===== config.mk =====
export PLATFORM = sky130hd
export DESIGN_NAME = fpa_share_arbiter
export DESIGN_NICKNAME = d
export VERILOG_FILES = /design/src/rtl/fpa_share_arbiter.sv
export SDC_FILE = /design/constraint.sdc
export NUM_CORES = 1
export LEC_CHECK = 0
export CORE_AREA = 2 2 195 197
export DETAILED_ROUTE_END_ITERATION = 8
export DIE_AREA = 0 0 197 199
export GPL_TIMING_DRIVEN = 1
export PLACE_DENSITY = 0.67
export SLEW_MARGIN = 10
export SYNTH_ARGS = -nofsm -noshare
export SYNTH_HDL_FRONTEND = slang
export SYNTH_SLANG_ARGS = --single-unit

===== constraint.sdc =====
create_clock -name clk -period 5.6 [get_ports clk]
set_input_delay 1.12 -clock clk [delete_from_list [all_inputs] [get_ports clk]]
set_output_delay 1.12 -clock clk [all_outputs]
set_load 0.03 [all_outputs]

===== src/rtl/fpa_share_arbiter.sv =====
// fpa_share_arbiter: round-robin time-sharing of one fpa datapath among N requesters.
// Winning operands are registered into the unit. A LATENCY+1 deep tag pipe tracks
// which requester owns the result that is in flight. Results land in per-requester
// response buffers, which the requester drains through a valid/ready handshake.
// Optional: define FPA_SHARE_ARBITER_EXC_FLAGS_EN to add rsp_flags, a 4-bit
// {nan, inf, zero, subnormal} class per requester that is held with rsp_data.
module fpa_share_arbiter #(
  parameter int N       = 4,
  parameter int LATENCY = 1
) (
  input  logic            clk,
  input  logic            rst,
  input  logic [N-1:0]    req_valid,
  output logic [N-1:0]    req_ready,
  input  logic [N*32-1:0] req_a,
  input  logic [N*32-1:0] req_b,
  input  logic [N-1:0]    req_op,
  output logic [N-1:0]    rsp_valid,
  input  logic [N-1:0]    rsp_ready,
  output logic [N*32-1:0] rsp_data,
`ifdef FPA_SHARE_ARBITER_EXC_FLAGS_EN
  output logic [N*4-1:0]  rsp_flags,
`endif
  output logic [31:0]     fpa_number_A,
  output logic [31:0]     fpa_number_B,
  output logic            fpa_op,
  input  logic [31:0]     fpa_number_out
);

  localparam int IDW    = $clog2(N);
  localparam int STAGES = LATENCY + 1;

  logic [N-1:0]    busy_reg;
  logic [IDW-1:0]  rr_ptr_reg;
  logic [31:0]     opa_reg;
  logic [31:0]     opb_reg;
  logic            op_reg;
  logic [STAGES-1:0] tag_valid_reg;
  logic [IDW-1:0]  tag_id_reg [STAGES];
  logic [N-1:0]    rsp_valid_reg;
  logic [N*32-1:0] rsp_data_reg;

  logic [N-1:0]    eligible;
  logic [N-1:0]    grant_onehot;
  logic [IDW-1:0]  grant_idx;
  logic            grant_any;

  // A requester that is still waiting on its own result cannot issue again.
  assign eligible = req_valid & ~busy_reg & {N{~rst}};

  // Round-robin search from rr_ptr. Scanning offsets downward lets the nearest eligible index win.
  always_comb begin
    int idx;
    grant_any    = 1'b0;
    grant_idx    = '0;
    grant_onehot = '0;
    idx          = 0;
    for (int k = N - 1; k >= 0; k--) begin
      idx = int'(rr_ptr_reg) + k;
      if (idx >= N) idx = idx - N;
      if (eligible[idx]) begin
        grant_any = 1'b1;
        grant_idx = IDW'(idx);
      end
    end
    if (grant_any) grant_onehot = N'(1) << grant_idx;
  end

  assign req_ready    = grant_onehot;
  assign fpa_number_A = opa_reg;
  assign fpa_number_B = opb_reg;
  assign fpa_op       = op_reg;
  assign rsp_valid    = rsp_valid_reg;
  assign rsp_data     = rsp_data_reg;

  // Busy marks one outstanding op per requester, from accept until its response is consumed.
  always_ff @(posedge clk) begin
    if (rst) busy_reg <= '0;
    else     busy_reg <= (busy_reg | grant_onehot) & ~(rsp_valid_reg & rsp_ready);
  end

  // The pointer moves past the winner so the next search starts with its neighbour.
  always_ff @(posedge clk) begin
    if (rst) begin
      rr_ptr_reg <= '0;
    end else if (grant_any) begin
      rr_ptr_reg <= (grant_idx == IDW'(N - 1)) ? '0 : grant_idx + 1'b1;
    end
  end

  // The operand registers feeding the shared unit load only on accept and hold otherwise.
  always_ff @(posedge clk) begin
    if (rst) begin
      opa_reg <= '0;
      opb_reg <= '0;
      op_reg  <= 1'b0;
    end else if (grant_any) begin
      opa_reg <= req_a[32*int'(grant_idx) +: 32];
      opb_reg <= req_b[32*int'(grant_idx) +: 32];
      op_reg  <= req_op[grant_idx];
    end
  end

  // The tag pipe shifts every cycle and never stalls. Its last stage names the owner of fpa_number_out.
  always_ff @(posedge clk) begin
    if (rst) begin
      tag_valid_reg <= '0;
      for (int s = 0; s < STAGES; s++) tag_id_reg[s] <= '0;
    end else begin
      tag_valid_reg <= {tag_valid_reg[STAGES-2:0], grant_any};
      tag_id_reg[0] <= grant_idx;
      for (int s = 1; s < STAGES; s++) tag_id_reg[s] <= tag_id_reg[s-1];
    end
  end

`ifdef FPA_SHARE_ARBITER_EXC_FLAGS_EN
  logic [N*4-1:0] rsp_flags_reg;
  logic [3:0]     out_class;
  logic [7:0]     out_exp;
  logic           out_man_nz;

  assign out_exp    = fpa_number_out[30:23];
  assign out_man_nz = |fpa_number_out[22:0];
  assign out_class  = {(out_exp == 8'hFF) &  out_man_nz,
                       (out_exp == 8'hFF) & ~out_man_nz,
                       (out_exp == 8'h00) & ~out_man_nz,
                       (out_exp == 8'h00) &  out_man_nz};
  assign rsp_flags  = rsp_flags_reg;
`endif

  generate
    for (genvar gi = 0; gi < N; gi++) begin : g_rsp
      logic capture;
      assign capture = tag_valid_reg[LATENCY] && (tag_id_reg[LATENCY] == IDW'(gi));

      // Response buffer: filled from the unit when this requester's tag exits the pipe, and emptied by the handshake.
      always_ff @(posedge clk) begin
        if (rst) begin
          rsp_valid_reg[gi]          <= 1'b0;
          rsp_data_reg[32*gi +: 32]  <= '0;
        end else if (capture) begin
          rsp_valid_reg[gi]          <= 1'b1;
          rsp_data_reg[32*gi +: 32]  <= fpa_number_out;
        end else if (rsp_ready[gi]) begin
          rsp_valid_reg[gi]          <= 1'b0;
        end
      end

`ifdef FPA_SHARE_ARBITER_EXC_FLAGS_EN
      // The class flags are captured together with the data and held with it.
      always_ff @(posedge clk) begin
        if (rst)          rsp_flags_reg[4*gi +: 4] <= '0;
        else if (capture) rsp_flags_reg[4*gi +: 4] <= out_class;
      end
`endif
    end
  endgenerate

endmodule

* Word-level counts from Yosys, hierarchy flattened
Memory sizes are Yosys's and may differ from the RTL's.
Cells that the tools add are included.
** Word-level totals
- Memories kept :: 1
- Flip-flop bits (word level) :: 205
- Output and inout bits :: 201
- Logic and storage cells :: 99
- Input bits :: 302
- Bits in writable memories :: 4
** Memory list
- tag_id_reg :: words 2, bits a word 2, read ports 2, clocked after memory_dff 0, write ports 2, line 39 : logic [IDW-1:0] tag_id_reg [STAGES];
** Cells by class
- Equal/unequal tests :: 4
- Magnitude comparators :: 9
- Shifts and indexed selects :: 3
- Reduce and logical (&&, ||, !) cells :: 9
- Add/sub/neg operators :: 8
- Muxes and demuxes :: 41
- Bitwise gates (word level) :: 10
** Operator list (count)
- $shiftx 128x8->32 :: 2
- $lt 32x4->1 const B :: 4
- $mux 32 :: 4
- $mux 1 :: 24
- $and 4x4->4 :: 4
- $mux 2 :: 7
- $sub 3x3->4 const B :: 3
- $bmux 1 s2 :: 5
- $ge 3x3->1 const B :: 3
- $not 4->4 :: 2
- $reduce_bool 2->1 :: 4
- $add 2x2->3 const B :: 2
- $eq 2x2->1 const B :: 3
- $logic_and 1x1->1 :: 4
- $mux 4 :: 1
- $or 4x4->4 :: 1
- $shl 1x2->4 const A :: 1
- $sub 2x3->4 const B :: 1
- $add 2x1->3 const B :: 1
- $ge 2x3->1 const B :: 1
- $lt 2x3->1 const B :: 1
- $add 2x1->2 const B :: 1
- $eq 2x1->1 const B :: 1
- $logic_not 2->1 :: 1
- 2 further kinds :: 3

* Longest topological paths before layout
Gate-level depths: netlist of the first run.
- Word-level depth :: 14
- Gate-level depth with buffers :: 10
- Mapped depth without buffers :: 8

* Least setup slack after synthesis of the first run
No wires, ideal clock.
- Kind :: input-to-output
- Start :: input port rst
- End :: output port req_ready[0]
- Data required time :: 4480 ps
- Arrival :: 2596 ps
- Stages :: 8
- Buffers on the path :: 2
- Path slack :: 1884 ps
- Cell sequence :: buf_2 nor4b_2 mux2_2 o211ai_4 nand2_4 inv_4 buf_4 nor2_1
** Between the ends
- Cells in the longest elaborated chain, start to end :: 11
- Elaborated cells between the ends (all ways) :: 24
- Those cells by class :: shift: 1; mux: 21; bitwise: 2
** RTL lines
- start, declared :: line 12 : input logic rst,
- $not 1->1 (*) :: line 49 : assign eligible = req_valid & ~busy_reg & {N{~rst}};
- $and 4x4->4 (*) :: line 49
- $bmux 1 s2 :: line 61 : if (eligible[idx]) begin
- $mux 1 (not written as such) (2 in a row) :: line 61
- $mux 2 (4 in a row) :: line 61
- $shl 1x2->4 :: line 66 : if (grant_any) grant_onehot = N'(1) << grant_idx;
- $mux 4 (*) :: line 66
- end, declared :: line 14 : output logic [N-1:0] req_ready,
Mark *: on every way between the ends. The rest lies on a longest branch, timed or not. The select of a mux whose other input is x is not followed.

* Final worst setup path of the first run
- Start :: input port req_valid[3]
- End :: output port req_ready[3]
** Between the ends
- Cells in the longest elaborated chain, start to end :: 11
- Elaborated cells between the ends (all ways) :: 24
- Those cells by class :: shift: 1; mux: 21; bitwise: 2
** RTL lines
- start, declared :: line 13 : input logic [N-1:0] req_valid,
- $and 4x4->4 (*) (2 in a row) :: line 49
- $bmux 1 s2 :: line 61
- $mux 1 (not written as such) (2 in a row) :: line 61
- $mux 2 (4 in a row) :: line 61
- $shl 1x2->4 :: line 66
- $mux 4 (*) :: line 66
Marked as above.

==> results by group, run 1 <==
Cells and area
  – Layout Utilization: between 40% and 50%
  – # nets final: roughly 1900
  – P&R area growth vs syn: 68.0%
  – Commonest non-fill, non-tap cell in the layout: clkdlybuf4s50_1
  – Fin area: around 15000 um^2
  – Layout Cells excl Fill: around 2100
  – Diode count: 0
  – Max FFs per register: approximately 130
  – Most frequent cells in the layout: clkdlybuf4s50_1, nand2_1, dfxtp_1
  – Share of cells above drive strength 1: under 10%

Power
  – Maximum VDD drop: approximately 220 uV
  – Power Dens Cells: ~290 nW/um^2
  – Power Total: approximately 4.3 mW
  – Leakage: 5.76 nW

Setup path
  – CP Class: primary input to primary output
  – WP data required: 4480 ps
  – Worst Path Max Fanout: 28
  – Worst Setup Start Kind: primary input
  – Worst Path Arrival: 3840 ps
  – Worst setup EP type: primary output

Route
  – Drt total wl: 37.6 mm
  – DR vias: around 9700
  – Antenna Nets Post-Route: 0
  – DRC: 0
  – Via-per-instance ratio: roughly 4.7
  – Pre-Repair DR Iteration Count: 5
  – Initial DRC Count: ~370
  – Avg WL per Cell: about 18 um

Clock tree
  – Post-CTS Resized: 0
  – CTS sink count: ~210
  – CTS tree: built
  – Clock root buffer: clkbuf_16
  – Skew-Pair Late Insertion Delay: approximately 540 ps
  – Clock slew at reported path FFs: 60 ps
  – Postcts setup bufs: 0
  – Bufs on Longest Clock Path: 3
  – Hold_buf cts: 0
  – Total CTS buffers: 26
  – H-tree levels: 1

STA
  – Slew Limit Fails: 0
  – WHS: roughly 440 ps
  – Unrepaired setup endpoints after global routing: no
  – Final period utilization: between 80% and 90%
  – Slew HR: between 20% and 30%
  – Max Freq: roughly 200 MHz
  – Worst Max-Slew Pin Slew: around 1100 ps
  – Final setup violation count: 0
  – Min Tclk post-route: around 5000 ps
  – Final Skew: approximately 14 ps
  – Final count of hold timing violations: 0
  – Setup ws final: ~640 ps
  – Setup TNS: 0 ps

GRT
  – Pin count of the biggest net entering global routing: between 100 and 150
  – GRT Max-Usage Layer: met2
  – Gr usage total: between 10% and 20%
  – Met2 Usage GRT: between 30 and 40%
  – Global-route wire length before repair: roughly 56 mm
  – Vias in the first global route: just under 10000
  – Met3 usage: 5.21%
  – GR Layer Usage met1: 20.8%
  – Antenna violations before repair: 2
  – Overflow after GRT: 0

Place
  – Placed Instances: 2006
  – DPL Wire Length: approximately 27 mm
  – Input/output buffers: between 500 and 600
  – Placed Area: 14400 um^2
  – Routability cong.: 0.884
  – Dpl ws: 660 ps

Floorplan
  – Die X: 197 um
  – Initial core utilization: 24.4%
  – IO Pins: between 500 and 600
  – Die ar.: between 30000 and 40000 um^2
  – Die height: a little under 200 um
  – FP Rows: 71
  – Core area: approximately 37000 um^2

Yosys
  – Post-synth cell types: 44
  – Register area share after synthesis: between 40% and 50%
  – Ys async rst share: 0%
  – Syn Nets: around 1400
  – YS warnings: 0
  – Synthesized area: roughly 9100 um^2
  – Syn Inst Count: ~1100
  – Yosys reg bits: between 200 and 250
  – Synth Area per Inst: 8.19 um^2
  – Main flop type after synthesis: dfxtp_1
  – EDFF count, synth: 0

Min path
  – Hold WC Path Type: flop to flop

Run
  – Max cap viols: 0

Outcome
  – Status: finished, final reports clean
==> cell families (layout without fill, tap and decap cells) <==
| kind of cell | count (synthesis) | count (layout) | synth area share, % |
|---|---|---|---|
| simple gates | 506 | 506 | 24.3 |
| compound gates | 212 | 212 | 14.9 |
| flops | 209 | 209 | 46.2 |
| buf+inv | 94 | 566 | 5.18 |
| mux | 84 | 84 | 9.29 |
| fa+ha+maj | 1 | 1 | 0.138 |
==> final timing paths <==
kind / slack [ps] / cells past startpoint / to / start
worst max-delay path: 640 / 9 / req_ready[3] / req_valid[3]
worst max register to register: 2210 / 8 / fpa_number_B[11] / busy_reg[2]
worst min register to register: 440 / 1 / tag_id_reg[0][3] / tag_id_reg[0][1]
worst min-delay path: 440 / 1 / tag_id_reg[0][3] / tag_id_reg[0][1]
==> metal layers <==
layer  vias to the layer above  wire (um)
li1                       4668          -
met3                        74       3190
met2                       381      18700
met4                         4       1110
met5                         -         27
met1                      4545      14600
==> worst max-delay path, stage by stage <==
cell	delay, ps
clkdlybuf4s50_1	450
nor2b_1	410
o22ai_1	220
o211ai_4	270
nand2_8	70
inv_4	260
ha_1	210
and2_4	140
clkdlybuf4s50_1	680
==> synthesized netlist by cell type (2+ instances only) <==
cell / instances / area (um^2)
a21oi_1: 136 / 681
a31o_1: 19 / 166
a31o_2: 5 / 43.8
buf_1: 2 / 7.51
buf_2: 16 / 80.1
buf_4: 12 / 90.1
buf_6: 5 / 56.3
clkbuf_1: 53 / 199
dfxtp_1: 209 / 4180
inv_1: 3 / 11.3
mux2i_1: 83 / 831
nand2_1: 395 / 1480
nand2b_1: 5 / 31.3
nand3_1: 39 / 195
nand3_2: 10 / 100
nor2_1: 12 / 45.0
nor2b_1: 6 / 37.5
nor3b_1: 25 / 188
o211ai_1: 2 / 15.0
o21a_1: 4 / 30.0
o221ai_1: 41 / 359
or2_2: 2 / 12.5
==> power by group <==
group / switching, mW / internal (mW) / leakage (nW) / total, mW
Clock: 0.672 / 1.01 / 0.412 / 1.68
Combinational: 0.531 / 0.490 / 3.64 / 1.02
Sequential: 0.0586 / 1.59 / 1.71 / 1.64
Total: 1.26 / 3.09 / 5.76 / 4.35
==> layout make-up <==
type,instances,area (um^2)
Timing Repair Buffer,515,5130
Fill cell,3744,21900
Sequential cell,209,4180
Tap cell,474,593
Clock inverter,8,106
Inverter,5,21.3
Multi-Input combinational cell,803,4450
Clock buffer,38,746
Note: power is estimated with default switching activity, not from simulation.
==> run 2: changes to the inputs <==
- ABC_AREA: default -> 1
- CORE_AREA: 2 2 195 197 -> 2 2 198 200
- DIE_AREA: 0 0 197 199 -> 0 0 200 202
- PLACE_DENSITY: 0.67 -> 0.69
==> run 2 against run 1 <==
  * Largest cell class unchanged
  * Global-route usage rose by 0.80 points
  * Clock skew fell by 2.6 ps
  * Clock power barely moved
  * Clock-buffer cell count fell by 12
  * Power rose by 100%
  * Via count rose by 21%
  * Sequential power rose by 26%
==> results by group, run 2 <==
Yosys
  – Most common cell in the netlist: nand2_1
  – Synth Area per Inst: around 6.4 um^2
  – Main flop type after synthesis: dfxtp_1
  – Post-synth cell types: 26
  – Yosys reg bits: 209
  – Synth area leader: dfxtp_1
  – YS warnings: 0
  – Ys async rst share: 0%
  – Synth top area cells: dfxtp_1, nand2_1, inv_1, o21ai_0, nand3_1
  – Share of the synthesized area in the top cell type: approximately two fifths
  – Syn Inst Count: approximately 1600
  – Syn Nets: 1917
  – Synthesized area: 10400 um^2
  – EDFF count, synth: 0
  – Register area share after synthesis: roughly two fifths
  – Commonest cells post-synth: nand2_1, inv_1, o21ai_0

Setup path
  – Worst setup EP type: primary output
  – Slowest stage delay, CP: 840 ps
  – Worst Setup Start Kind: primary input
  – CP startpoint: rst
  – WP data required: ~4500 ps
  – CP Class: primary input to primary output
  – Buf/Inv on CP: 5
  – CP cell instances: clkdlybuf4s50_1 -> inv_4 -> nand3_1 -> nand2_1 -> nand3_1 -> nand3_1 -> nand3_1 -> nand3_1 -> nand2_2 -> clkinv_1 -> buf_4 -> nor2_1 -> buf_12
  – CP delay by family, top: buffers and inverters
  – Slowest cell on crit path: clkdlybuf4s50_1
  – Worst Path Max Fanout: 25
  – Worst Path Arrival: around 3800 ps
  – Most frequent CP cell: nand3_1
  – R2R Path Start: rr_ptr_reg[0]

GRT
  – Gr usage total: between 10% and 20%
  – Antenna violations before repair: 1
  – Overflow after GRT: 0
  – Vias in the first global route: approximately 11000
  – Global-route wire length before repair: between 60 and 70 mm
  – Pin count of the biggest net entering global routing: 93

Cells and area
  – Commonest non-fill, non-tap cell in the layout: clkdlybuf4s50_1
  – Fill cells: around 3900
  – P&R area growth vs syn: 59.8%
  – Most frequent cells in the layout: clkdlybuf4s50_1, nand2_1, inv_1
  – Layout Utilization: around 43%
  – # nets final: approximately 2400
  – Share of cells above drive strength 1: between 3 and 4%
  – Max FFs per register: about 130

STA
  – Slew Limit Fails: 0
  – Slew HR: a little over a fifth
  – Min Tclk post-route: about 5000 ps
  – Final Skew: roughly 11 ps
  – Unrepaired setup endpoints after global routing: no
  – Worst Max-Slew Pin Slew: between 1000 and 1500 ps
  – Final setup violation count: 0
  – Final count of hold timing violations: 0
  – Final period utilization: between 80% and 90%
  – Setup TNS: 0 ps
  – Max Freq: 202 MHz

Place
  – Input/output buffers: 502
  – Routability cong.: 0.932
  – DPL Wire Length: between 20 and 30 mm

Floorplan
  – IO Pins: just over 500
  – Initial core utilization: between 20% and 30%
  – FP Rows: 72
  – Die X: ~200 um
  – Die ar.: just over 40000 um^2
  – Core area: 38300 um^2
  – Die height: roughly 200 um

Clock tree
  – CTS sink count: 209
  – Bufs on Longest Clock Path: 3
  – Hold_buf cts: 0
  – Skew-Pair Late Insertion Delay: approximately 520 ps
  – Total CTS buffers: 23
  – Postcts setup bufs: 0
  – CTS tree: built
  – Clock root buffer: clkbuf_16
  – Post-CTS Resized: 0
  – H-tree levels: 1
  – Clock slew at reported path FFs: around 60 ps

Power
  – Power Total: ~8.8 mW
  – Power Dens Cells: 531 nW/um^2
  – Leakage: around 7.7 nW
  – Maximum VDD drop: around 470 uV

Min path
  – Hold WC Path Type: flop to flop
  – Hold Crit Start: tag_valid_reg[0]

Route
  – Met2 wire len: around 19 mm
  – DRC: 0
  – Pre-Repair DR Iteration Count: 5
  – Initial DRC Count: approximately 500
  – Antenna Nets Post-Route: 0
  – Drt total wl: ~40 mm
  – Avg WL per Cell: between 15 and 20 um
  – Highest metal used: met4
  – WL met1: approximately 16 mm
  – Met3 wire length: between 4 and 5 mm
  – Via-per-instance ratio: roughly 4.5
  – DR vias: 11700

Run
  – Max cap viols: 0

Outcome
  – Status: finished, final reports clean
run 2: cell count changes in the layout (fill, tap and decap cells not counted), moves of 20 or more:
cell      change
nor3b_1      -24
mux2i_1      -83
o21ai_1      +20
inv_1       +302
o221ai_1     -41
nand3b_1     +42
o21ai_0     +217
a21oi_1      -63
nand2_1      -89
nand3_1     +134
nor2_1      +129
run 2: per-layer routing:
| layer | vias up | global-route usage (%) |
|---|---|---|
| met5 | - | 0 |
| li1 | 5882 | - |
| met1 | 5321 | 22.2 |
| met3 | 57 | 5.52 |
| met2 | 482 | 33.5 |
| met4 | 0 | 5.93 |
run 2: worst min-delay path, stage by stage (launching register included):
cell and delay, ps:
dfxtp_1 300, inv_1 40, nor2_1 30
run 2: kinds of logic (layout without fill, tap and decap cells):
family                   Yosys count  after routing  synth area share [%]
flip-flops                       209            209                  40.4
AO/OA/AOI/OAI                    313            313                  15.2
buffers and inverters            419            872                  16.0
adder cells (fa/ha/maj)            1              1                 0.121
XOR/XNOR                           2              2                 0.169
other                              0              1                     0
AND/OR/NAND/NOR                  670            670                  28.1
run 2: area by class of cell:
class                   instances  area (um^2)  area share [%]
diodes                          1         2.50          0.0151
repair buffers                520         5170            31.3
inverters                     312         1170            7.09
clock buffers                  26          607            3.67
clock inverters                14          206            1.25
flip-flops and latches        209         4180            25.3
multi-input cells             986         4550            27.5
well taps                     518          648            3.92
run 2: through the flow:
step           hold slack (ps)  setup WS, ps  area, um^2  cells
6_report                   407           644       16500   2586
5_1_grt                    430           318       16500   2586
4_1_cts                    411           692       16500   2585
3_5_place_dp               403           706       15700   2545
3_3_place_gp               399           772       15700   2545
2_1_floorplan              388          1660       10400   1614
run 2: power breakdown:
group	internal [mW]	total, mW	leakage, nW	switching [mW]
Sequential	1.87	2.07	1.72	0.202
Clock	1.01	1.65	0.394	0.640
Combinational	1.75	5.06	5.56	3.31
Total	4.63	8.78	7.67	4.15
run 2: worst paths after layout:
path	endpoint	slack (ps)	cells after the start
setup / recovery	req_ready[2]	640	13
hold / removal	tag_valid_reg[1]	410	2
setup reg to reg	fpa_number_B[11]	2290	13
hold reg to reg	tag_valid_reg[1]	410	2
==> run 3: changes to the inputs <==
==> constraint.sdc (replaced) <==
create_clock -name clk -period 5.6 [get_ports clk]
set_input_delay 0.56 -clock clk [delete_from_list [all_inputs] [get_ports clk]]
set_output_delay 0.56 -clock clk [all_outputs]
set_load 0.03 [all_outputs]
==> run 3 against run 2 <==
  * Combinational power about the same
  * Via count shrank 0.14%
  * Non-clock buffer count decreased by 3
  * Clock power grew 9%
  * Critical endpoint is now req_ready[3]
  * Largest cell class unchanged
==> results by group, run 3 (synthesis gave the netlist of run 2 again) <==
GRT
  – Gr usage total: a little under a fifth
  – Pin count of the biggest net entering global routing: about 120
  – Global-route wire length before repair: a little over 60 mm
  – Antenna violations before repair: 2
  – Vias in the first global route: about 11000
  – Overflow after GRT: 0

Setup path
  – CP cell instances: clkdlybuf4s50_1 -> nor2_1 -> nand3_1 -> nand2_1 -> nand2_1 -> nand2_1 -> inv_2 -> nand2_1 -> nand2_1 -> nand2_4 -> nand2_4 -> ha_1 -> nand2_1 -> inv_1 -> buf_12
  – Worst Path Arrival: ~3300 ps
  – Slowest cell on crit path: clkdlybuf4s50_1
  – Buf/Inv on CP: 4
  – CP Class: primary input to primary output
  – WP data required: 5040 ps
  – R2R Setup Slk: about 2300 ps
  – Worst setup EP type: primary output
  – Worst Path Max Fanout: 33
  – Slowest stage delay, CP: slightly below 700 ps
  – Most frequent CP cell: nand2_1
  – Worst Setup Start Kind: primary input
  – CP delay by family, top: simple AND/OR/NAND/NOR gates

Clock tree
  – Bufs on Longest Clock Path: 3
  – Hold_buf cts: 0
  – Post-CTS Resized: 0
  – H-tree levels: 1
  – CTS tree: built
  – Total CTS buffers: 25
  – Clock slew at reported path FFs: about 60 ps
  – CTS sink count: 209
  – Skew-Pair Late Insertion Delay: approximately 520 ps
  – Postcts setup bufs: 0
  – Clock root buffer: clkbuf_16

STA
  – Slew Limit Fails: 0
  – Max Freq: approximately 260 MHz
  – Slew HR: ~29%
  – Unrepaired setup endpoints after global routing: no
  – Setup TNS: 0 ps
  – Final setup violation count: 0
  – Min Tclk post-route: just under 4000 ps
  – Final Skew: 19.6 ps
  – Final count of hold timing violations: 0
  – Final period utilization: between 60 and 70%
  – Worst Max-Slew Pin Slew: ~1100 ps

Power
  – Clock share of power: ~20%
  – Power Internal: between 4 and 5 mW
  – Power Dens Cells: approximately 540 nW/um^2
  – Sw power: ~4.1 mW
  – Power Total: between 8 and 9 mW
  – Sw Share: between 40% and 50%
  – Maximum VDD drop: 439 uV
  – Sequential share of power: between 20% and 30%
  – Leakage: between 7 and 8 nW
  – Logic pwr share: a little under three fifths

Place
  – Routability cong.: roughly 0.91
  – DPL Wire Length: between 20 and 30 mm
  – Input/output buffers: between 500 and 600

Floorplan
  – Die height: slightly above 200 um
  – IO Pins: 503
  – FP Rows: between 70 and 80
  – Die ar.: just over 40000 um^2
  – Initial core utilization: 27.0%
  – Core area: ~38000 um^2
  – Die X: 200 um

Cells and area
  – Most frequent cells in the layout: clkdlybuf4s50_1, nand2_1, inv_1
  – # nets final: about 2400
  – Max FFs per register: approximately 130
  – Commonest non-fill, non-tap cell in the layout: clkdlybuf4s50_1
  – P&R area growth vs syn: 60.8%
  – Share of cells above drive strength 1: around 3.8%

Min path
  – Hold WC Path Type: flop to flop

Route
  – Highest metal used: met4
  – DRC: 0
  – WL met1: 16.1 mm
  – Via-per-instance ratio: between 4 and 5
  – Antenna Nets Post-Route: 0
  – Met2 wire len: 18.8 mm
  – Initial DRC Count: 576
  – DR vias: ~12000
  – Pre-Repair DR Iteration Count: 5
  – Avg WL per Cell: 15.4 um
  – Met3 wire length: 3.73 mm
  – Drt total wl: between 30 and 40 mm

Run
  – Max cap viols: 0

Outcome
  – Status: finished, final reports clean
run 3: per-layer routing:
metal | global-route usage, % | vias to the layer above
li1 | - | 5873
met1 | 22.5 | 5300
met2 | 32.6 | 474
met3 | 5.24 | 78
met4 | 6.40 | 0
met5 | 0 | -
run 3: worst min-delay path, delay by kind of cell, from the launching register on:
| kind | cells | cell delay, ps |
|---|---|---|
| flops | 1 | 290 |
| buf+inv | 1 | 40 |
| simple gates | 1 | 30 |
run 3: per-stage QoR:
step           setup slack, ps  area (um^2)  utilization [%]  instances  hold slack, ps
4_1_cts                   1710        16600             43.5       2587             403
3_3_place_gp              1600        15700             41.1       2542             394
3_5_place_dp              1420        15700             41.1       2542             395
5_1_grt                   1460        16600             43.5       2588             408
2_1_floorplan             2780        10400                -       1614             388
6_report                  1710        16600             43.5       2589             401
run 3: cell type report:
| class | instances | area (um^2) |
|---|---|---|
| fill | 3881 | 21600 |
| timing repair buffer | 517 | 5160 |
| multi-input combinational | 986 | 4550 |
| sequential | 209 | 4180 |
| inverter | 312 | 1170 |
| clock buffer | 36 | 747 |
| tap | 518 | 648 |
| clock inverter | 9 | 175 |
| antenna | 2 | 5.00 |
run 3: power by group through the flow:
stage	sequential, mW	clock (mW)	combinational (mW)
after global placement	2.09	0	5.00
after CTS	2.07	1.84	5.10
after detailed placement	2.10	0	5.08
after floorplan	2.68	0	2.81
after global routing	2.11	1.90	5.62
final	2.07	1.80	5.05
run 3: final timing paths:
check,start,end,cells past startpoint
worst min-delay path,tag_id_reg[0][0],tag_id_reg[0][2],2
worst min register to register,tag_id_reg[0][0],tag_id_reg[0][2],2
worst max register to register,rr_ptr_reg[0],fpa_number_B[11],13
worst max-delay path,rst,req_ready[3],15
==> edit 1, RTL diff (settings of run 1) <==
`LATENCY`: 1 -> 2. Comments in the files are not updated.
--- a/src/rtl/fpa_share_arbiter.sv
+++ b/src/rtl/fpa_share_arbiter.sv
@@ -8,3 +8,3 @@
   parameter int N       = 4,
-  parameter int LATENCY = 1
+  parameter int LATENCY = 2
 ) (
Formal check against the unedited RTL: not equivalent (a bounded check fails within 4 cycles, from zero or initial values and one cycle with rst high).
==> edit 1 against run 1 <==
- via count grew 9.8%
- sequential cell count grew 3
- total power grew 5.9%
- wire length grew 13%
- critical path type unchanged
- largest power group unchanged
- setup slack gained 140 ps
- non-clock buffer count grew 8
- area after synthesis grew 8.5%
- count of clock-buffer cells in the layout shrank 2
- final area grew 5.7%
- critical path depth shrank 3
==> edit 1: results (changes against run 1) <==
Routing
  – Vias: 10620 (+9.8%)
  – Drt pass-1 iters: 6 (+1)
  – WL final: 42640 um (+13%)
  – DR iter-0 viols: 558 (+50%)

CTS
  – Setup bufs post-CTS: 0 (unchanged)
  – Root buf cell: clkbuf_16
  – # resized after CTS: 0 (unchanged)
  – Htree depth: 1 (unchanged)
  – Skew-Pair Late Insertion Delay: 550 ps
  – CTS max path bufs: 3 (unchanged)
  – Cts bufs inserted: 26 (unchanged)
  – Clk slew on worst S/H paths: roughly 50 ps

Place
  – HPWL after detailed placement: 30580 um (+13%)
  – Cell area after placement: 15180 um^2 (+5.6%)
  – Port bufs: 502 (unchanged)
  – Pre-CTS WS: 758.1 ps (+97.96 ps)
  – GPL Wtd Cong: 0.8384 (-5.1%)

Final layout
  – Final cell count without fillers: 2105 (+2.6%)
  – Layout net count: 1912 (+2.6%)
  – Share of cells above drive strength 1: 0.09650 (+0.04010)
  – Max reg flops: 128 (unchanged)
  – # fillers: 3686 (-1.5%)

STA
  – Hold Vio Cnt, Final: 0 (unchanged)
  – Final setup skew: 18.96 ps (+5.247 ps)
  – Worst slew margin: 0.2976 (+0.03524)

Global route
  – Total GRT Usage: 0.2082 (+0.02522)
  – Pin count of the biggest net entering global routing: 101 (-1.9%)
  – First-pass GRT wire length: 63470 um (+13%)
  – Number of global-route vias before repair: 10400 (+6.7%)
  – Initial antenna violation count: 7 (+5)

Pwr
  – Pleak: 5.430 nW (-5.8%)
  – Sw frac: 0.2926 (+0.002389)
  – Peak VDD IR: 220.7 uV (+2.1%)

Logic synthesis
  – Most used DFF post-synth: dfxtp_1
  – Async set-reset flop share out of synthesis: 0 (unchanged)
  – Synth warnings: 0 (unchanged)
  – Count of different cell masters after synthesis: 44 (unchanged)
  – Synth top area cells: dfxtp_1 43%, nand2_1 12%, a21oi_1 7.0%
  – Syn Area/Cell: 8.368 um^2 (+2.1%)
  – Top post-synthesis cells by count: 323 x nand2_1, 212 x dfxtp_1, 138 x a21oi_1
  – Sequential share of the synthesized area: 0.4317 (-0.03003)
  – Syn nets: 1478 (+4.9%)

Critical path
  – Crit-path leading delay family: buffers and inverters
  – Crit path arrival time: 3700 ps (-140 ps)
  – Slowest stage delay, CP: 700 ps (+20 ps)
  – Critical-path maximum fanout: 4 (-86%)
  – Slowest-stage cell, CP: clkdlybuf4s50_1

Status
  – Outcome: completed

Hold path
  – Hold WC Path Type: flop to flop
## edit 1: cell count changes in the layout (fill, tap and decap cells not counted), moves of 10 or more
cell      delta
nand4_1     +91
nand2_1     -72
o211ai_1    +53
o221ai_1    -41
a21bo_2     +39
o31ai_1     +39
nand3_1     -37
mux2_2      +25
nor3b_1     -24
a31o_1      -19
mux2i_1     -17
nand3_2     -10
o211ai_2    +10
## edit 1: power groups by stage
stage               logic, mW  registers [mW]  clock network [mW]
detailed placement       1.13            1.71                   0
floorplan               0.394            1.88                   0
CTS                      1.13            1.68                1.85
global placement         1.12            1.70                   0
finish                   1.12            1.68                1.80
global route             1.19            1.69                1.91
## edit 1: metal layers
layer	global-route usage	part of all wire	vias up
met3	0.05883	0.090	80
met1	0.2376	0.38	5011
met5	0	0	-
met2	0.3718	0.50	486
li1	-	-	5047
met4	0.07212	0.035	0
## edit 1: cells by family after synthesis
| family | synth area share |
|---|---|
| flip-flops | 0.4317 |
| AND/OR/NAND/NOR | 0.2076 |
| buffers and inverters | 0.05370 |
| AO/OA/AOI/OAI | 0.2088 |
| multiplexers | 0.09697 |
| adder cells (fa/ha/maj) | 0.001272 |
## edit 1: stage by stage
stage               utilization  hold WS [ps]
global route             0.4335         461.7
detailed placement       0.4088         428.9
global placement         0.4088         420.1
CTS                      0.4333         440.4
finish                   0.4336         436.4
floorplan                     -         413.8
## edit 1: cell type report
cell class,instances,area share
diodes,4,0.0006217
clock buffers,36,0.04648
clock inverters,10,0.01003
inverters,2,0.0004663
multi-input cells,844,0.3196
flip-flops and latches,212,0.2636
well taps,474,0.03684
repair buffers,523,0.3224
## edit 1: path summary, 6_finish.rpt
kind                                        from                to  slack [ps]  cells past startpoint
worst max-delay path                req_valid[0]      req_ready[1]         780                      6
worst min register to register  tag_id_reg[0][1]  tag_id_reg[0][3]         440                      1
worst max register to register       busy_reg[1]   fpa_number_B[7]        2300                      6
worst min-delay path            tag_id_reg[0][1]  tag_id_reg[0][3]         440                      1
==> edit 2, RTL diff (flow settings as in run 1) <==
Without the edit above. Build with the macro `FPA_SHARE_ARBITER_EXC_FLAGS_EN` defined.
--- a/src/rtl/fpa_share_arbiter.sv
+++ b/src/rtl/fpa_share_arbiter.sv
@@ -6,2 +6,4 @@
 // {nan, inf, zero, subnormal} class per requester that is held with rsp_data.
+`define FPA_SHARE_ARBITER_EXC_FLAGS_EN
+
 module fpa_share_arbiter #(
Formal check against the unedited RTL (old outputs only; new: rsp_flags): equivalent (equiv_simple and equiv_induct, registers matched by name and starting in step).
==> edit 2 against run 1 <==
- sequential share of layout area shrank 0.36 points
- die area is the same
- final cell count grew 7.1%
- total power grew 7.0%
- wire length grew 13%
- global-route usage grew 2.0 points
- register-to-register slack gained 370 ps
- final area grew 9.1%
- area after synthesis grew 13%
- setup slack gained 200 ps
- sequential cell count grew 16
- critical path depth shrank 2
- critical endpoint is now req_ready[0]
- highest routed layer unchanged
==> edit 2: results (changes against run 1) <==
Logic synthesis
  – Syn nets: 1545 (+9.7%)
  – Post-synthesis xor/xnor area fraction: 0 (unchanged)
  – Count of different cell masters after synthesis: 42 (-4.5%)
  – Compound-Gate Fraction of Synth Area: 0.1848 (+0.03569)
  – Most used DFF post-synth: dfxtp_1
  – Sequential share of the synthesized area: 0.4400 (-0.02170)
  – Post-synthesis mux area share: 0.1371 (+0.04421)
  – Synth top area cells: dfxtp_1 44%, nand2_1 15%, a22oi_1 9.5%
  – Async set-reset flop share out of synthesis: 0 (unchanged)
  – Synth Area in Adders: 0.001222 (-0.0001584)
  – Top post-synthesis cells by count: 406 x nand2_1, 225 x dfxtp_1, 144 x a21oi_1
  – Synth warnings: 0 (unchanged)

CTS
  – Skew-Pair Late Insertion Delay: 550 ps
  – Setup bufs post-CTS: 0 (unchanged)
  – Clk slew on worst S/H paths: 50 ps
  – # resized after CTS: 0 (unchanged)
  – Htree depth: 1 (unchanged)
  – Cts bufs inserted: 26 (unchanged)
  – CTS max path bufs: 3 (unchanged)
  – Root buf cell: clkbuf_16

Floorplan
  – Row count: 71 (unchanged)

Final layout
  – Layout net count: 2003 (+7.5%)
  – Share of cells above drive strength 1: 0.07849 (+0.02209)
  – Max reg flops: 128 (unchanged)

Pwr
  – Peak VDD IR: 171.2 uV (-21%)
  – Pleak: 5.857 nW (+1.6%)

Critical path
  – Crit path arrival time: 3640 ps (-200 ps)
  – R2R depth: 7 (-1)
  – Slowest-stage cell, CP: o211ai_1
  – Crit-path leading delay family: buffers and inverters
  – Slowest stage delay, CP: 610 ps (-70 ps)
  – Critical-path maximum fanout: 5 (-82%)

Global route
  – Total GRT Usage: 0.2029 (+0.01998)
  – Pin count of the biggest net entering global routing: 95 (-7.8%)
  – Initial antenna violation count: 5 (+3)
  – First-pass GRT wire length: 62270 um (+11%)
  – Number of global-route vias before repair: 10480 (+7.6%)

STA
  – Worst slew margin: 0.3202 (+0.05782)
  – Hold Vio Cnt, Final: 0 (unchanged)
  – Final setup skew: 19.45 ps (+5.742 ps)

Place
  – Port bufs: 518 (+3.2%)
  – HPWL after detailed placement: 31430 um (+16%)
  – Cell area after placement: 15730 um^2 (+9.4%)
  – GPL Wtd Cong: 0.8183 (-7.4%)

Routing
  – DR iter-0 viols: 562 (+51%)
  – Drt pass-1 iters: 5 (unchanged)
  – Vias: 10930 (+13%)
  – WL final: 42610 um (+13%)

Hold path
  – Hold WC Path Type: flop to flop
  – Worst Hold Depth: 1 (unchanged)

Status
  – Outcome: completed
edit 2: changes by cell type after synthesis, sizes merged, moves of 6 or more:
| cell | run 1 | this run |
|---|---|---|
| a21oi | 136 | 144 |
| nand3 | 49 | 1 |
| nand2 | 397 | 406 |
| a31o | 24 | 0 |
| mux2i | 83 | 66 |
| clkbuf | 53 | 59 |
| mux2 | 1 | 66 |
| o21a | 4 | 10 |
| dfxtp | 209 | 225 |
| nor3b | 25 | 1 |
| nand4 | 0 | 12 |
| o221ai | 41 | 0 |
| a22oi | 0 | 130 |
| buf | 36 | 49 |
edit 2: cell families after synthesis:
logic type      after synthesis
mux                         132
simple gates                470
compound gates              299
flops                       225
buf+inv                     115
fa+ha+maj                     1
edit 2: final timing paths:
kind	from	to	slack, ps
worst max-delay path	req_valid[0]	req_ready[0]	840
worst min-delay path	tag_id_reg[0][1]	tag_id_reg[0][3]	430
worst max register to register	busy_reg[0]	fpa_number_A[29]	2580
worst min register to register	tag_id_reg[0][1]	tag_id_reg[0][3]	430
edit 2: stage by stage:
stage	hold WS (ps)	utilization	setup slack, ps	instances
6_report	432.6	0.4473	844.4	2197
4_1_cts	435.7	0.4471	805.6	2194
2_1_floorplan	413.8	-	1816	1242
5_1_grt	467.9	0.4473	745.2	2197
3_3_place_gp	423.9	0.4235	827.8	2146
3_5_place_dp	422.0	0.4235	801.3	2146
edit 2: per-layer routing:
metal  up-vias  GRT usage  part of all wire
met5         -          0           0.00031
met4         2    0.04818             0.021
met3        54    0.04374             0.075
met2       438     0.3638              0.51
met1      5226     0.2473              0.40
li1       5207          -                 -
edit 2: layout make-up:
type	instances	area, um^2
sequential	225	4504
fill	3625	20520
tap	474	593.1
timing repair buffer	538	5333
multi-input combinational	902	5269
inverter	7	28.78
antenna	3	7.507
clock buffer	40	773.2
clock inverter	8	100.1
edit 2: worst reg2reg max path, delay by kind of cell (launching register included):
family                 cells  cell delay (ps)
flip-flops                 1              360
buffers and inverters      2             1290
AND/OR/NAND/NOR            2              420
multiplexers               1              370
AO/OA/AOI/OAI              2              520
edit 2: power by group:
part	total, mW	switching [mW]	internal (mW)
logic	1.15	0.614	0.538
registers	1.78	0.0681	1.71
clock network	1.72	0.719	1.00
total	4.65	1.40	3.25
